File: config.mk
export PLATFORM = sky130hd
export DESIGN_NAME = bus_arb2x1
export DESIGN_NICKNAME = d
export VERILOG_FILES = /design/src/rtl/bus_arb2x1.sv
export SDC_FILE = /design/constraint.sdc
export NUM_CORES = 1
export LEC_CHECK = 0
export CORE_AREA = 2 2 124 126
export CTS_BUF_LIST = sky130_fd_sc_hd__clkbuf_2 sky130_fd_sc_hd__clkbuf_4 sky130_fd_sc_hd__clkbuf_8
export DETAILED_ROUTE_END_ITERATION = 7
export DIE_AREA = 0 0 126 128
export GPL_TIMING_DRIVEN = 0
export RECOVER_POWER = 50
export SKIP_CTS_REPAIR_TIMING = 1
export SLEW_MARGIN = 40
export SYNTH_ARGS = -nofsm -noshare
export SYNTH_HDL_FRONTEND = slang
export SYNTH_SLANG_ARGS = --single-unit
File: constraint.sdc
create_clock -name clk_i -period 2.6 [get_ports clk_i]
set_clock_uncertainty 0.15 [all_clocks]
set_input_delay 0.52 -clock clk_i [delete_from_list [all_inputs] [get_ports clk_i]]
set_output_delay 0.52 -clock clk_i [all_outputs]
set_load 0.01 [all_outputs]
File: src/rtl/bus_arb2x1.sv
// Purpose: round-robin arbiter letting two masters share one req/ack/resp slave
//          port, with an in-order tag FIFO that routes each read response back
//          to the master that issued the read.
// Latency: zero added cycles. Request and response paths are combinational.
// Backpressure: a master sees ack only when it is granted and the slave acks.
//          Reads are refused while RESP_DEPTH reads are outstanding; writes are
//          never refused by that limit.
//
// Ports:
//   clk_i, rst_i             clock, synchronous active-high reset
//   mN_req_i/we_i/addr_bi/   master N request fields (N = 0, 1)
//   be_bi/wdata_bi
//   mN_ack_o                 master N request accepted this cycle
//   mN_resp_o/rdata_bo       master N read data valid / read data
//   s_req_o/we_o/addr_bo/    slave request fields, taken from the granted master
//   be_bo/wdata_bo
//   s_ack_i                  slave accepted the request
//   s_resp_i/rdata_bi        slave read data valid / read data
//   err_o                    sticky: a response arrived with no read outstanding

// Purpose: generic synchronous FIFO with head peek and an occupancy count.
// Latency: a push is visible at the head on the cycle after it is written.
// Backpressure: a push into a full FIFO is dropped unless a pop happens in the
//          same cycle; a pop from an empty FIFO is ignored.
// Ports: push_vld/push_dat write side, pop_vld read side, head_dat is the
//        oldest entry, cnt/full/empty report occupancy.
module sync_fifo #(
  parameter int WIDTH = 1,
  parameter int DEPTH = 4
) (
  input  logic                     clk_i,
  input  logic                     rst_i,
  input  logic                     push_vld,
  input  logic [WIDTH-1:0]         push_dat,
  input  logic                     pop_vld,
  output logic [WIDTH-1:0]         head_dat,
  output logic [$clog2(DEPTH):0]   cnt,
  output logic                     full,
  output logic                     empty
);

  localparam int AW = $clog2(DEPTH);
  localparam int CW = AW + 1;

  logic [WIDTH-1:0] mem [DEPTH];
  logic [AW-1:0]    wr_ptr;
  logic [AW-1:0]    rd_ptr;
  logic             do_push;
  logic             do_pop;

  assign empty    = (cnt == '0);
  assign full     = (cnt == CW'(DEPTH));
  assign do_pop   = pop_vld && !empty;
  // A pop in the same cycle frees the slot the push needs.
  assign do_push  = push_vld && (!full || do_pop);
  assign head_dat = mem[rd_ptr];

  // Storage carries no reset: entries are only read when cnt says they are valid.
  always_ff @(posedge clk_i) begin
    if (do_push) begin
      mem[wr_ptr] <= push_dat;
    end
  end

  // DEPTH is a power of two, so the pointers wrap by natural overflow.
  always_ff @(posedge clk_i) begin
    if (rst_i) begin
      wr_ptr <= '0;
      rd_ptr <= '0;
      cnt    <= '0;
    end else begin
      if (do_push) begin
        wr_ptr <= wr_ptr + 1'b1;
      end
      if (do_pop) begin
        rd_ptr <= rd_ptr + 1'b1;
      end
      case ({do_push, do_pop})
        2'b10:   cnt <= cnt + 1'b1;
        2'b01:   cnt <= cnt - 1'b1;
        default: cnt <= cnt;
      endcase
    end
  end

endmodule

// Purpose: two-master to one-slave round-robin bus arbiter with read-response
//          routing through an in-order owner tag FIFO.
// Latency: combinational request, ack and response paths (zero added cycles).
// Backpressure: ungranted masters and reads blocked by a full tag FIFO see
//          ack=0 and must hold their request.
module bus_arb2x1 #(
  parameter int RESP_DEPTH = 4
) (
  input  logic        clk_i,
  input  logic        rst_i,

  input  logic        m0_req_i,
  input  logic        m0_we_i,
  input  logic [31:0] m0_addr_bi,
  input  logic [3:0]  m0_be_bi,
  input  logic [31:0] m0_wdata_bi,
  output logic        m0_ack_o,
  output logic        m0_resp_o,
  output logic [31:0] m0_rdata_bo,

  input  logic        m1_req_i,
  input  logic        m1_we_i,
  input  logic [31:0] m1_addr_bi,
  input  logic [3:0]  m1_be_bi,
  input  logic [31:0] m1_wdata_bi,
  output logic        m1_ack_o,
  output logic        m1_resp_o,
  output logic [31:0] m1_rdata_bo,

  output logic        s_req_o,
  output logic        s_we_o,
  output logic [31:0] s_addr_bo,
  output logic [3:0]  s_be_bo,
  output logic [31:0] s_wdata_bo,
  input  logic        s_ack_i,
  input  logic        s_resp_i,
  input  logic [31:0] s_rdata_bi,

  output logic        err_o
);

  localparam int CW = $clog2(RESP_DEPTH) + 1;

  // Round-robin state: the master granted most recently. Resets to 1 so
  // master 0 wins the first conflict.
  logic          last_q;
  logic          err_q;

  logic          m0_elig;
  logic          m1_elig;
  logic          grant_vld;
  logic          grant_sel;
  logic          accept;

  logic          tag_push;
  logic          tag_pop;
  logic          tag_head;
  logic          tag_full;
  logic          tag_empty;
  logic [CW-1:0] tag_cnt;

  // Blocking looks only at the registered count. A response popping the FIFO
  // this cycle does not unblock a read until the next cycle, which keeps
  // s_resp_i out of the ack path.
  assign m0_elig   = m0_req_i && (m0_we_i || !tag_full);
  assign m1_elig   = m1_req_i && (m1_we_i || !tag_full);
  assign grant_vld = m0_elig || m1_elig;

  always_comb begin
    grant_sel = 1'b0;
    if (m0_elig && m1_elig) begin
      grant_sel = ~last_q;
    end else begin
      grant_sel = m1_elig;
    end
  end

  // Slave request mux: all fields forced to zero when nobody is granted.
  always_comb begin
    s_req_o    = 1'b0;
    s_we_o     = 1'b0;
    s_addr_bo  = '0;
    s_be_bo    = '0;
    s_wdata_bo = '0;
    if (grant_vld) begin
      s_req_o = 1'b1;
      if (grant_sel) begin
        s_we_o     = m1_we_i;
        s_addr_bo  = m1_addr_bi;
        s_be_bo    = m1_be_bi;
        s_wdata_bo = m1_wdata_bi;
      end else begin
        s_we_o     = m0_we_i;
        s_addr_bo  = m0_addr_bi;
        s_be_bo    = m0_be_bi;
        s_wdata_bo = m0_wdata_bi;
      end
    end
  end

  assign accept   = grant_vld && s_ack_i;
  assign m0_ack_o = accept && !grant_sel;
  assign m1_ack_o = accept &&  grant_sel;

  // Only reads expect a response, so only reads record their owner.
  assign tag_push = accept && !s_we_o;

  // A response with nothing outstanding is dropped and flagged, never popped.
  assign tag_pop  = s_resp_i && !tag_empty;

  sync_fifo #(
    .WIDTH (1),
    .DEPTH (RESP_DEPTH)
  ) u_tag_fifo (
    .clk_i    (clk_i),
    .rst_i    (rst_i),
    .push_vld (tag_push),
    .push_dat (grant_sel),
    .pop_vld  (tag_pop),
    .head_dat (tag_head),
    .cnt      (tag_cnt),
    .full     (tag_full),
    .empty    (tag_empty)
  );

  assign m0_resp_o   = tag_pop && !tag_head;
  assign m1_resp_o   = tag_pop &&  tag_head;
  assign m0_rdata_bo = s_rdata_bi;
  assign m1_rdata_bo = s_rdata_bi;
  assign err_o       = err_q;

  always_ff @(posedge clk_i) begin
    if (rst_i) begin
      last_q <= 1'b1;
      err_q  <= 1'b0;
    end else begin
      if (accept) begin
        last_q <= grant_sel;
      end
      if (s_resp_i && tag_empty) begin
        err_q <= 1'b1;
      end
    end
  end

endmodule

==> impl_results.md, run 1 <==
- Pins Over Slew Limit: 0
- GP Congestion: between 0.7 and 0.8
- Post-DP HPWL: around 10000 um
- First-pass GRT wire length: roughly 18000 um
- Critical path data required time: 1930 ps
- Power per cell area: ~350 nW/um^2
- Synth Area in XOR/XNOR: 0.0150
- Die Ht: about 130 um
- Die Area: approximately 16000 um^2
- Max VDD drop: between 200 and 300 uV
- FF-to-FF path depth: 11
- CP peak stage delay: between 500 and 600 ps
- Max Freq: between 300 and 400 MHz
- Largest net degree at the start of global routing: 14
- RSZ-0062 raised after global routing: yes
- Cells after Synth: 375
- Worst slew pin tran: between 400 and 500 ps
- Warnings, synthesis: 0
- Via-to-Cell Ratio: 3.96
- Vias in the first global route: 3095
- Die X: approximately 130 um
- Clock sink count: 15
- Ant diodes: 0
- Post-synthesis mux area share: 0.0188
- Sequential element share of the synthesized area: 0.146
- Clock transition at the registers of the reported paths: 60 ps
- Status: complete, but fails checks
- Cts bufs inserted: 3
- LEAKAGE: 2.76 nW
- Synth area leader: nand2_1
- Synth Area in Adders: 0.0355
- Synth Area in Compound Gates: 0.217
- Final worst-path cycle share: 1.16
- Initial antenna violation count: 0
- CP arrival: around 2400 ps
- Largest family of logic cells by synthesized area: simple AND/OR/NAND/NOR gates
- CP bufs+invs: 5
- Routed Antenna Nets: 0
- Violated checks: setup timing
- Synthesized Nets: approximately 560
- # rows: 45
- I/O pin cnt: 315
- #FFs+latches synth: 15
- Synth top area cells: nand2_1 23%, buf_4 22%, o21ai_0 13%
- Total core area: between 10000 and 15000 um^2
- Slowest cell on crit path: or4b_4
- Worst Setup Path Type: reg2out
- H-tree levels: 1
- CTS tree: yes
- Crit-path leading delay family: buffers and inverters
- Clk_lat worst skew: around 250 ps
- Initial Util: 0.157
- Slew margin rel.: 0.681
- Synthesized area: between 2000 and 2500 um^2
- Via count: around 3500
- Remaining DRCs: 0
- Layout cells sized above 1: 0.405
- Crit path max fanout: 6
- Final WS setup: -419 ps
- I/O Buffers: ~280
- DRT Pass-1 Iters: 4
- Synth top area share: 0.227
- DR iter-0 viols: 88
- Max Root-Sink Buffers: 2
- Synthesis-to-layout area growth: 156%
- Worst setup SP type: register
- Clock root buffer: clkbuf_8
- Levels on crit path: 9
- Post-Synth Simple-Gate Area: 0.294
- CP Cell Sequence: or4b_4 > a311oi_4 > buf_4 > buf_6 > buf_6 > clkbuf_16 > nand2_1 > o21ai_0 > buf_2
- Final setup fails: 73
- Total gr overflow: 0
- Avg WL per Cell: between 10 and 15 um
- Total negative slack: -23820 ps
- GR Util All Layers: 0.137
- Final wirelength: around 13000 um
- Mapped Avg Cell Area: roughly 6.2 um^2
- Worst Setup End Kind: primary output
- Min Hold Slack: approximately 320 ps
- Top cell by count, worst path: buf_6
- Layout Nets: 867
- Count of different cell masters after synthesis: 37
- Final Hold Viols: 0
- Hold depth: 2
- Worst hold path class: reg2reg
- Max Cap Viol: 0
- Min Tclk post-route: about 3000 ps
cells by family (layout without fill, tap and decap cells):
kind of cell	count (synthesis)	after routing
AND/OR/NAND/NOR	168	168
flip-flops	15	15
AO/OA/AOI/OAI	83	83
XOR/XNOR	4	4
adder cells (fa/ha/maj)	6	6
buffers and inverters	96	405
multiplexers	3	3
final timing paths:
kind | startpoint | endpoint | slack, ps
worst max register to register | u_tag_fifo.cnt[2] | u_tag_fifo.cnt[2] | -300
worst max-delay path | u_tag_fifo.cnt[1] | s_addr_bo[2] | -420
worst min register to register | err_o | err_o | 320
worst min-delay path | err_o | err_o | 320
area by class of cell:
class,count,area (um^2)
Buffer,85,698
Clock inverter,1,5.00
Timing Repair Buffer,308,2870
Multi-Input combinational cell,264,1730
Sequential cell,15,349
Tap cell,188,235
Fill cell,1584,8910
Clock buffer,3,41.3
Inverter,8,30.0
routing by layer:
layer  up-vias  part of all wire  track usage  wire length, um
met3         5             0.069       0.0242              893
met5         -                 0            0                0
li1       1770                 -            -                -
met2       155              0.50        0.236             6520
met4         0            0.0026       0.0116               34
met1      1524              0.42        0.185             5490
Yosys cell counts:
library cell and count:
a22oi_1 1, o31a_1 1, o21ai_0 59, nor2b_1 1, ha_1 5, a211oi_1 1, nor3_1 2, or4b_4 1
nand2_1 141, and2_1 8, nor4b_1 1, a21oi_1 5, a311oi_2 1, o21ai_2 10, buf_4 67, a211o_1 1
o22ai_1 1, a32o_1 1, clkbuf_1 11, mux2i_1 1, o21ai_1 1, edfxtp_1 4, inv_1 8, nand2b_1 3
mux4_2 1, dfxtp_1 11, or3b_2 1, nor2_1 9, fa_1 1, buf_6 2, clkbuf_2 2, a2111oi_4 1
xnor2_1 1, or3_1 1, xor2_1 3, mux2_1 1, buf_2 6
power breakdown:
| part | internal (mW) | switching, mW |
|---|---|---|
| clock | 0.106 | 0.0806 |
| sequential | 0.296 | 0.0514 |
| combinational | 0.874 | 0.706 |
cell usage in the layout (no fill, tap or decap), drive strengths merged, types with 2 or more instances in the layout:
| cell type | netlist | layout |
|---|---|---|
| xor2 | 3 | 3 |
| buf | 75 | 156 |
| clkbuf | 13 | 27 |
| ha | 5 | 5 |
| dlygate4sd3 | 0 | 39 |
| clkdlybuf4s50 | 0 | 167 |
| dfxtp | 11 | 11 |
| edfxtp | 4 | 4 |
| o21ai | 70 | 70 |
| dlymetal6s2s | 0 | 7 |
| nand2 | 141 | 141 |
| and2 | 8 | 8 |
| nor2 | 9 | 9 |
| inv | 8 | 8 |
| a21oi | 5 | 5 |
| nor3 | 2 | 2 |
| nand2b | 3 | 3 |
through the flow:
stage | util | setup WS, ps | cell area, um^2 | cells | power (mW)
6_report | 0.401 | -419 | 5960 | 872 | 2.11
5_1_grt | 0.401 | -512 | 5960 | 872 | 2.28
4_1_cts | 0.367 | -1480 | 5450 | 849 | 1.94
3_5_place_dp | 0.363 | -1450 | 5400 | 845 | 1.74
3_3_place_gp | 0.363 | -1510 | 5400 | 845 | 1.74
2_1_floorplan | - | -26.6 | 2340 | 375 | 0.952
worst reg2reg max path: stages (launching register included):
cell and delay [ps]:
dfxtp_2 380, or3b_2 490, o21ai_2 330, a2111oi_4 120
buf_4 180, inv_1 60, ha_2 170, inv_1 50
fa_2 330, xor2_1 150, or3_1 300, a21oi_1 120
Power figures use the tool's default switching activity.
==> run 2: changes to the inputs <==
--- a/config.mk
+++ b/config.mk
@@ -7,12 +7,13 @@
 export LEC_CHECK = 0
 export CORE_AREA = 2 2 124 126
 export CTS_BUF_LIST = sky130_fd_sc_hd__clkbuf_2 sky130_fd_sc_hd__clkbuf_4 sky130_fd_sc_hd__clkbuf_8
+export CTS_CLUSTER_DIAMETER = 50
 export DETAILED_ROUTE_END_ITERATION = 7
 export DIE_AREA = 0 0 126 128
 export GPL_TIMING_DRIVEN = 0
 export RECOVER_POWER = 50
 export SKIP_CTS_REPAIR_TIMING = 1
-export SLEW_MARGIN = 40
+export SLEW_MARGIN = 0
 export SYNTH_ARGS = -nofsm -noshare
 export SYNTH_HDL_FRONTEND = slang
 export SYNTH_SLANG_ARGS = --single-unit
==> results of run 2 <==
The final DEF is identical to that of run 1; final timing and power are the same.
==> run 3: changes to the inputs <==
--- a/config.mk
+++ b/config.mk
@@ -5,11 +5,12 @@
 export SDC_FILE = /design/constraint.sdc
 export NUM_CORES = 1
 export LEC_CHECK = 0
-export CORE_AREA = 2 2 124 126
+export CORE_AREA = 2 2 121 123
 export CTS_BUF_LIST = sky130_fd_sc_hd__clkbuf_2 sky130_fd_sc_hd__clkbuf_4 sky130_fd_sc_hd__clkbuf_8
 export CTS_CLUSTER_DIAMETER = 50
 export DETAILED_ROUTE_END_ITERATION = 7
-export DIE_AREA = 0 0 126 128
+export DIE_AREA = 0 0 123 125
+export DONT_BUFFER_PORTS = 1
 export GPL_TIMING_DRIVEN = 0
 export RECOVER_POWER = 50
 export SKIP_CTS_REPAIR_TIMING = 1
==> run 3 against run 2 <==
The run still ends with setup timing left. Worst hold slack got worse by 39 ps. Cell count is 34% lower. Clock power about the same. Fmax is 3.7% higher. Non-clock buffer count decreased by 292. Largest cell class is now multi-input combinational cells. Largest power group unchanged.
==> impl_results.md, run 3 (synthesis gave the netlist of run 1 again) <==
- Worst setup SP type: register
- Final WS setup: -309 ps (+109 ps)
- Min Hold Slack: 278 ps (-38.7 ps)
- Commonest cells after routing, fill and taps aside: 125 x nand2_1, 76 x buf_4, 50 x o21ai_2, 11 x o21ai_4, 10 x nand2_2
- Sw frac: 0.465 (+0.0686)
- Final Hold Viols: 0 (unchanged)
- Total core area: 14200 um^2 (-4.4%)
- Via-to-Cell Ratio: 4.49 (+13%)
- Total gr overflow: 0 (unchanged)
- First-pass GRT wire length: 12500 um (-29%)
- H-tree levels: 1 (unchanged)
- Combinational share of power: 0.673 (-0.074)
- Clk_lat worst skew: 240 ps (about the same)
- I/O Buffers: 0 (-100%)
- Clock share of power: 0.118 (+0.030)
- CTS tree: yes
- Violated checks: setup timing
- Initial Util: 0.164 (+0.00729)
- Power per cell area: 491 nW/um^2 (+38%)
- Layout Nets: 575 (-34%)
- # rows: 44 (-2.2%)
- Largest net degree at the start of global routing: 14 (unchanged)
- Avg WL per Cell: 18.2 um (+23%)
- Die Area: 15400 um^2 (-4.7%)
- Final worst-path cycle share: 1.12 (-0.0419)
- Clock root buffer: clkbuf_8
- M3 GR Usage: 0.0274 (+0.00317)
- Max Cap Viol: 0 (unchanged)
- Final wirelength: 10500 um (-19%)
- Die Ht: 125 um (-2.3%)
- Sequential fraction of design power: 0.209 (+0.045)
- Clock transition at the registers of the reported paths: 60 ps (about the same)
- CP arrival: 2240 ps (-110 ps)
- Clock sink count: 15 (unchanged)
- LEAKAGE: 1.36 nW (-51%)
- Internal cell power: 864 uW (-32%)
- Min Tclk post-route: 2910 ps (-109 ps)
- Max Freq: 344 MHz (+3.7%)
- Max Root-Sink Buffers: 2 (unchanged)
- DR iter-0 viols: 106 (+20%)
- Worst slew pin tran: 561 ps (+81.9 ps)
- Synthesis-to-layout area growth: 41.2%
- Commonest non-fill, non-tap cell in the layout: nand2_1
- GR peak layer: met2
- Post-DP HPWL: 8650 um (-15%)
- Met1 Use GR: 0.136 (-0.0495)
- Status: complete, but fails checks
- Met2 usage: 0.194 (-0.0422)
- Final setup fails: 71 (-2.7%)
- CP Cell Sequence: or4b_4 > a311oi_4 > buf_6 > clkbuf_16 > clkbuf_4 > o21ai_1
- Remaining DRCs: 0 (unchanged)
- # fillers: 1596 (+0.76%)
- Hold depth: 2 (unchanged)
- Crit-path leading delay family: buffers and inverters
- Pins Over Slew Limit: 0 (unchanged)
- GP Congestion: 0.763 (+4.2%)
- Crit path max fanout: 10 (+4)
- Critical path data required time: 1930 ps (about the same)
- Cts bufs inserted: 3 (unchanged)
- FF-to-FF path depth: 11 (unchanged)
- Layout cells sized above 1: 0.487 (+0.0823)
- GR Util All Layers: 0.110 (-0.0267)
- Die X: 123 um (-2.4%)
- RSZ-0062 raised after global routing: yes
- Worst Setup End Kind: primary output
- CP bufs+invs: 3 (-2)
- Switch Pwr: 751 uW (-10%)
- Max VDD drop: 205 uV (-18%)
- Vias in the first global route: 2140 (-31%)
- CP peak stage delay: 570 ps (about the same)
- Levels on crit path: 6 (-3)
- DRT Pass-1 Iters: 4 (unchanged)
- Routed Antenna Nets: 0 (unchanged)
- Via count: 2588 (-25%)
- Slew margin rel.: 0.626 (-0.0546)
- I/O pin cnt: 315 (unchanged)
- Worst Setup Path Type: reg2out
- Worst hold path class: in2reg
- Ant diodes: 0 (unchanged)
- Slowest cell on crit path: or4b_4
- Final Util: 0.231 (-0.169)
- Initial antenna violation count: 0 (unchanged)
[run 3: worst register-to-register path, stage by stage, from the launching register on]
cell and delay [ps]:
dfxtp_4 350, or4b_4 570, buf_4 160, nand2_4 80, a2111oi_4 80, inv_1 70
ha_2 160, inv_1 50, fa_2 330, xor2_1 150, or3_1 300, a21oi_1 120
[run 3: layout make-up]
| type | instances | area (um^2) | area share |
|---|---|---|---|
| Multi-Input combinational cell | 264 | 1740 | 0.529 |
| Buffer | 86 | 704 | 0.214 |
| Sequential cell | 15 | 347 | 0.105 |
| Tap cell | 184 | 230 | 0.0700 |
| Timing Repair Buffer | 15 | 189 | 0.0575 |
| Clock buffer | 4 | 48.8 | 0.0148 |
| Inverter | 8 | 30.0 | 0.00914 |
[run 3: per-stage QoR]
step | total power [mW] | worst slack (ps) | std cells | area, um^2 | TNS [ps]
after global routing | 1.74 | -378 | 576 | 3290 | -21080
after detailed placement | 1.15 | -724 | 559 | 2570 | -43080
after CTS | 1.34 | -966 | 563 | 2620 | -53180
after global placement | 1.14 | -740 | 559 | 2570 | -43650
after floorplan | 0.952 | -26.6 | 375 | 2340 | -122
final | 1.61 | -309 | 576 | 3290 | -15340
[run 3: final timing paths]
| path | startpoint | endpoint | slack, ps |
|---|---|---|---|
| setup / recovery | u_tag_fifo.cnt[0] | s_addr_bo[22] | -310 |
| hold / removal | s_resp_i | err_o | 280 |
| setup reg to reg | u_tag_fifo.cnt[0] | u_tag_fifo.cnt[2] | -40 |
| hold reg to reg | u_tag_fifo.wr_ptr[1] | u_tag_fifo.wr_ptr[1] | 360 |
[run 3: per-layer routing]
metal  up-vias  routed length (um)  part of all wire
met1      1198                3870              0.37
met2       193                5250              0.50
li1       1189                   -                 -
met5         -                   0                 0
met3         8                1230              0.12
met4         0                 134             0.013
[run 3: power groups by stage]
| stage | Combinational [mW] | Clock [mW] | Sequential (mW) |
|---|---|---|---|
| floorplan | 0.622 | 0 | 0.329 |
| global placement | 0.802 | 0 | 0.339 |
| detailed placement | 0.808 | 0 | 0.341 |
| CTS | 0.811 | 0.198 | 0.336 |
| global route | 1.18 | 0.209 | 0.348 |
| finish | 1.09 | 0.190 | 0.338 |
